$ cat src/rtl/stopwatch_datapath.sv
// rtl/stopwatch_datapath.sv - centisecond stopwatch datapath: prescaler, BCD count, compare, blink
//
// Ports:
//   clk     system clock, rising edge
//   rst     asynchronous active-high reset
//   enable  count-run request
//   clear   synchronous count clear (wins over enable)
//   blink   blink mode: 00 none, 01 low pair, 10 high pair, 11 all
//   target  BCD compare value {d3,d2,d1,d0}
//   equal   registered (next count == target)
//   digits  BCD count {d3,d2,d1,d0}, SS.hh
//   blank   per-digit blank, bit i blanks digit i
//   tick    one-cycle pulse per centisecond increment
module stopwatch_datapath #(
    parameter int TICKS_PER_CS = 500000,
    parameter int BLINK_HALF   = 25000000
) (
    input  logic        clk,
    input  logic        rst,
    input  logic        enable,
    input  logic        clear,
    input  logic [1:0]  blink,
    input  logic [15:0] target,
    output logic        equal,
    output logic [15:0] digits,
    output logic [3:0]  blank,
    output logic        tick
);

    localparam int PC_W = (TICKS_PER_CS > 1) ? $clog2(TICKS_PER_CS) : 1;
    localparam int BC_W = (BLINK_HALF > 1) ? $clog2(BLINK_HALF) : 1;
    localparam logic [PC_W-1:0] PC_MAX = PC_W'(TICKS_PER_CS - 1);
    localparam logic [BC_W-1:0] BC_MAX = BC_W'(BLINK_HALF - 1);

    logic [PC_W-1:0] pc, pc_next;
    logic [BC_W-1:0] bc;
    logic            phase;
    logic [15:0]     digits_inc, digits_next;
    logic            tick_next;
    logic            inc_carry;

    // BCD +1 with ripple carry; the count sticks at 99.99 instead of wrapping.
    always_comb begin
        digits_inc = digits;
        inc_carry  = 1'b1;
        for (int i = 0; i < 4; i++) begin
            if (inc_carry) begin
                if (digits[i*4 +: 4] == 4'd9) begin
                    digits_inc[i*4 +: 4] = 4'd0;
                end else begin
                    digits_inc[i*4 +: 4] = digits[i*4 +: 4] + 4'd1;
                    inc_carry = 1'b0;
                end
            end
        end
        if (digits == 16'h9999) begin
            digits_inc = digits;
        end
    end

    // Clear beats everything; the increment rides on the same edge as the pc wrap.
    always_comb begin
        pc_next     = pc;
        digits_next = digits;
        tick_next   = 1'b0;
        if (clear) begin
            pc_next     = '0;
            digits_next = '0;
        end else if (enable) begin
            if (pc == PC_MAX) begin
                pc_next     = '0;
                digits_next = digits_inc;
                tick_next   = 1'b1;
            end else begin
                pc_next = pc + PC_W'(1);
            end
        end
    end

    always_ff @(posedge clk or posedge rst) begin
        if (rst) begin
            pc     <= '0;
            digits <= '0;
            tick   <= 1'b0;
            equal  <= 1'b0;
        end else begin
            pc     <= pc_next;
            digits <= digits_next;
            tick   <= tick_next;
            // Compare against the next count so equal lines up with digits.
            // digits is always BCD, so a non-BCD target can never match.
            equal  <= (digits_next == target);
        end
    end

    // Free-running blink timer, unaffected by enable/clear.
    always_ff @(posedge clk or posedge rst) begin
        if (rst) begin
            bc    <= '0;
            phase <= 1'b0;
        end else if (bc == BC_MAX) begin
            bc    <= '0;
            phase <= ~phase;
        end else begin
            bc <= bc + BC_W'(1);
        end
    end

    assign blank = {blink[1] & phase, blink[1] & phase, blink[0] & phase, blink[0] & phase};

endmodule
$ cat config.mk
export PLATFORM = sky130hd
export DESIGN_NAME = stopwatch_datapath
export DESIGN_NICKNAME = d
export VERILOG_FILES = /design/src/rtl/stopwatch_datapath.sv
export SDC_FILE = /design/constraint.sdc
export NUM_CORES = 1
export LEC_CHECK = 0
export ABC_AREA = 1
export ABC_CLOCK_PERIOD_IN_PS = 2750
export CAP_MARGIN = 20
export CORE_MARGIN = 5
export CORE_UTILIZATION = 58
export CTS_CLUSTER_DIAMETER = 100
export DETAILED_ROUTE_END_ITERATION = 12
export PLACE_DENSITY = 0.9
export SYNTH_ARGS = -nofsm -noshare
export SYNTH_HDL_FRONTEND = slang
export SYNTH_SLANG_ARGS = --single-unit
$ cat constraint.sdc
create_clock -name clk -period 2.75 [get_ports clk]
set_input_delay 0.55 -clock clk [delete_from_list [all_inputs] [get_ports clk]]
set_output_delay 0.55 -clock clk [all_outputs]
set_load 0.02 [all_outputs]
==> results.sh <==
export IMPL_vias_per_cell=5.58
export IMPL_cts_sinks=63
export IMPL_synth_top_family_by_area="simple AND/OR/NAND/NOR gates"
export IMPL_wl_per_cell_um=14.2
export IMPL_cts_resized=0
export IMPL_firstDrtPassIters=5
export IMPL_post_synth_num_cell_types=42
export IMPL_async_flop_share_pct=100
export IMPL_num_vias=4361
export IMPL_met1_usage_pct=29.6
export IMPL_switching_share_pct=22.5
export IMPL_p_seq_share_pct=43.0
export IMPL_cpPeakStageDelay_ns=0.62
export IMPL_grt_first_pass_wirelength_mm=19.3
export IMPL_synthCells=621
export IMPL_grt_util_met3_pct=6.26
export IMPL_cpLargestDelayFamily="buffers and inverters"
export IMPL_worst_path_stages=4
export IMPL_cp_max_fo=2
export IMPL_avgSynthCellArea_um2=7.01
export IMPL_grt_overflow=0
export IMPL_max_freq_mhz=430
export IMPL_nFillCells=569
export IMPL_rows=31
export IMPL_met2_usage_pct=42.7
export IMPL_synth_area_um2=4350
export IMPL_clk_pin_slew_worst_paths_ns=0.08
export IMPL_switchingPower_w=0.000491
export IMPL_grt_max_degree=32
export IMPL_syn_to_final_growth_pct=19.6
export IMPL_core_area_um2=7290
export IMPL_synth_mux_area_share_pct=0
export IMPL_yosys_warnings=0
export IMPL_gr_usage_all_layers_pct=24.4
export IMPL_worst_setup_path_start_kind="input pin"
export IMPL_crit_path_cell_trace="clkdlybuf4s50_1 -> nand2_1 -> inv_1 -> clkdlybuf4s50_1"
export IMPL_whs_ns=0.496
export IMPL_slew_viol_final=0
export IMPL_relSlewSlack_pct=54.9
export IMPL_root_buffer="clkbuf_8"
export IMPL_drive_gt1_share_pct=12.0
export IMPL_antennaDiodeCount=0
export IMPL_cp_buffers_inverters=3
export IMPL_grt_pass1_vias=4317
export IMPL_die_y_um=96.6
export IMPL_setup_tns_ns=0
export IMPL_hp_class="in2async"
export IMPL_synth_compound_area_share_pct=6.32
export IMPL_worstSetupPathType="in2out"
export IMPL_htreeDepth=3
export IMPL_synthFlopType="dfrtp_1"
export IMPL_required_ns=2.20
export IMPL_fin_crit_ns=2.32
export IMPL_synth_edf_count=0
export IMPL_gp_congestion=0.917
export IMPL_start_util_pct=59.7
export IMPL_cts_made_buffers=9
export IMPL_timing_final_crit_share_pct=84.5
export IMPL_pwr_share_clk_pct=50.3
export IMPL_boundaryPins=44
export IMPL_fp_dieW_um=96.6
export IMPL_cap_violations=0
export IMPL_routed_wl_mm=11.1
export IMPL_combPwrFrac_pct=6.6
export IMPL_synth_xor_area_share_pct=2.21
export IMPL_slowest_stage="clkdlybuf4s50_1"
export IMPL_rsz0062_at_grt="false"
export IMPL_die_area_um2=9340
export IMPL_drtIter0Drc=337
export IMPL_reg2reg_depth=15
export IMPL_hold_violations=0
export IMPL_cts_tree="built"
export IMPL_setup_viol=0
export IMPL_ys_seq_area_share_pct=36.2
export IMPL_p_int_w=0.00169
export IMPL_status="completed"
export IMPL_cts_setup_buffers=0
export IMPL_arrival_ns=1.77
export IMPL_clk_latency_ns=0.35
export IMPL_hold_buffers=0
export IMPL_finClkSkew_ns=0.00894
export IMPL_final_cell_mix="146 x nand2_1, 98 x inv_1, 76 x nor2_1"
export IMPL_antenna_found_initial=0
export IMPL_nNetsFinal=709
export IMPL_cpMostUsedCell="clkdlybuf4s50_1"
export IMPL_synthAdderAreaFrac_pct=2.87
export IMPL_port_buffers=43
export IMPL_top_usage_layer="met2"
export IMPL_power_density_nw_per_um2=419
export IMPL_worst_pin_slew_ns=0.676
export IMPL_dp_hpwl_mm=8.26
export IMPL_synth_nets=653
export IMPL_power_leakage_nw=2.52
export IMPL_final_common_cell="nand2_1"
export IMPL_crit_path_end_kind="primary output"
export IMPL_ir_drop_mv=0.288
export IMPL_ant_nets=0
export IMPL_ys_ff_latch=63
export IMPL_clock_path_buffers=2
export IMPL_yosys_area_share_simple_pct=42.0
export IMPL_drc=0
==> sequential cells by signal, summed over array words and instances, names as in the netlist <==
register and count:
bc 25, pc 19, digits 16, equal 1, phase 1, tick 1
==> layer usage <==
metal | vias to the layer above | wire length [um]
li1 | 2090 | -
met1 | 2050 | 4530
met2 | 190 | 5580
met3 | 31 | 707
met4 | 0 | 252
met5 | - | 0
==> synthesized netlist by cell type (all sizes together), types with 2 or more instances <==
cell type / instances / share of area (%)
ha: 10 / 2.9
nor3: 19 / 2.7
dfrtp: 63 / 36
a21oi: 20 / 2.4
inv: 105 / 9.1
o21a: 2 / 0.34
nor3b: 2 / 0.34
nor2: 97 / 11
nand3: 71 / 9.7
a31oi: 3 / 0.43
o21ai: 12 / 1.4
nand4: 12 / 1.9
buf: 5 / 0.80
o22ai: 3 / 0.43
or2: 3 / 0.43
clkinv: 5 / 0.43
nor4: 5 / 0.72
nand2: 159 / 15
a211oi: 2 / 0.34
xor2: 11 / 2.2
nand3b: 5 / 0.86
==> power by group through the flow <==
stage	combinational [W]	sequential [W]	clock (W)
after floorplan	0.0000702	0.000959	0
after global placement	0.000139	0.000957	0
after detailed placement	0.000144	0.000957	0
after CTS	0.000145	0.000939	0.00111
after global routing	0.000161	0.000939	0.00116
final	0.000145	0.000939	0.00110
==> cells by family after synthesis <==
logic type / after synthesis
simple gates: 374
fa+ha+maj: 10
buf+inv: 116
compound gates: 47
flops: 63
xor+xnor: 11
==> path summary, 6_finish.rpt <==
path	end	startpoint	slack [ns]
max in group asynchronous	digits[6]	rst	1.66
worst min-delay path	bc[13]	rst	0.50
min in group clk	bc[4]	bc[4]	0.51
worst min register to register	bc[4]	bc[4]	0.51
worst max register to register	equal	digits[8]	0.50
worst max-delay path	blank[1]	blink[0]	0.43
==> layout make-up <==
type	count	area (um2)	share of cell area, %
Multi-Input combinational cell	442	2330	44.7
Sequential cell	63	1580	30.3
Clock buffer	9	124	2.38
Inverter	110	413	7.93
Tap cell	99	124	2.38
Clock inverter	7	143	2.74
Timing Repair Buffer	51	503	9.66
==> per-stage QoR <==
stage | total power, W | util [%] | setup slack, ns | cells | area (um2)
after floorplan | 0.00103 | - | 0.630 | 621 | 4350
after global placement | 0.00110 | 67.8 | 0.349 | 765 | 4940
after detailed placement | 0.00110 | 67.8 | 0.224 | 765 | 4940
after CTS | 0.00219 | 71.4 | 0.404 | 781 | 5210
after global routing | 0.00226 | 71.4 | 0.237 | 781 | 5210
final | 0.00218 | 71.4 | 0.427 | 781 | 5210
No activity file was read; power rests on OpenSTA's default activity.
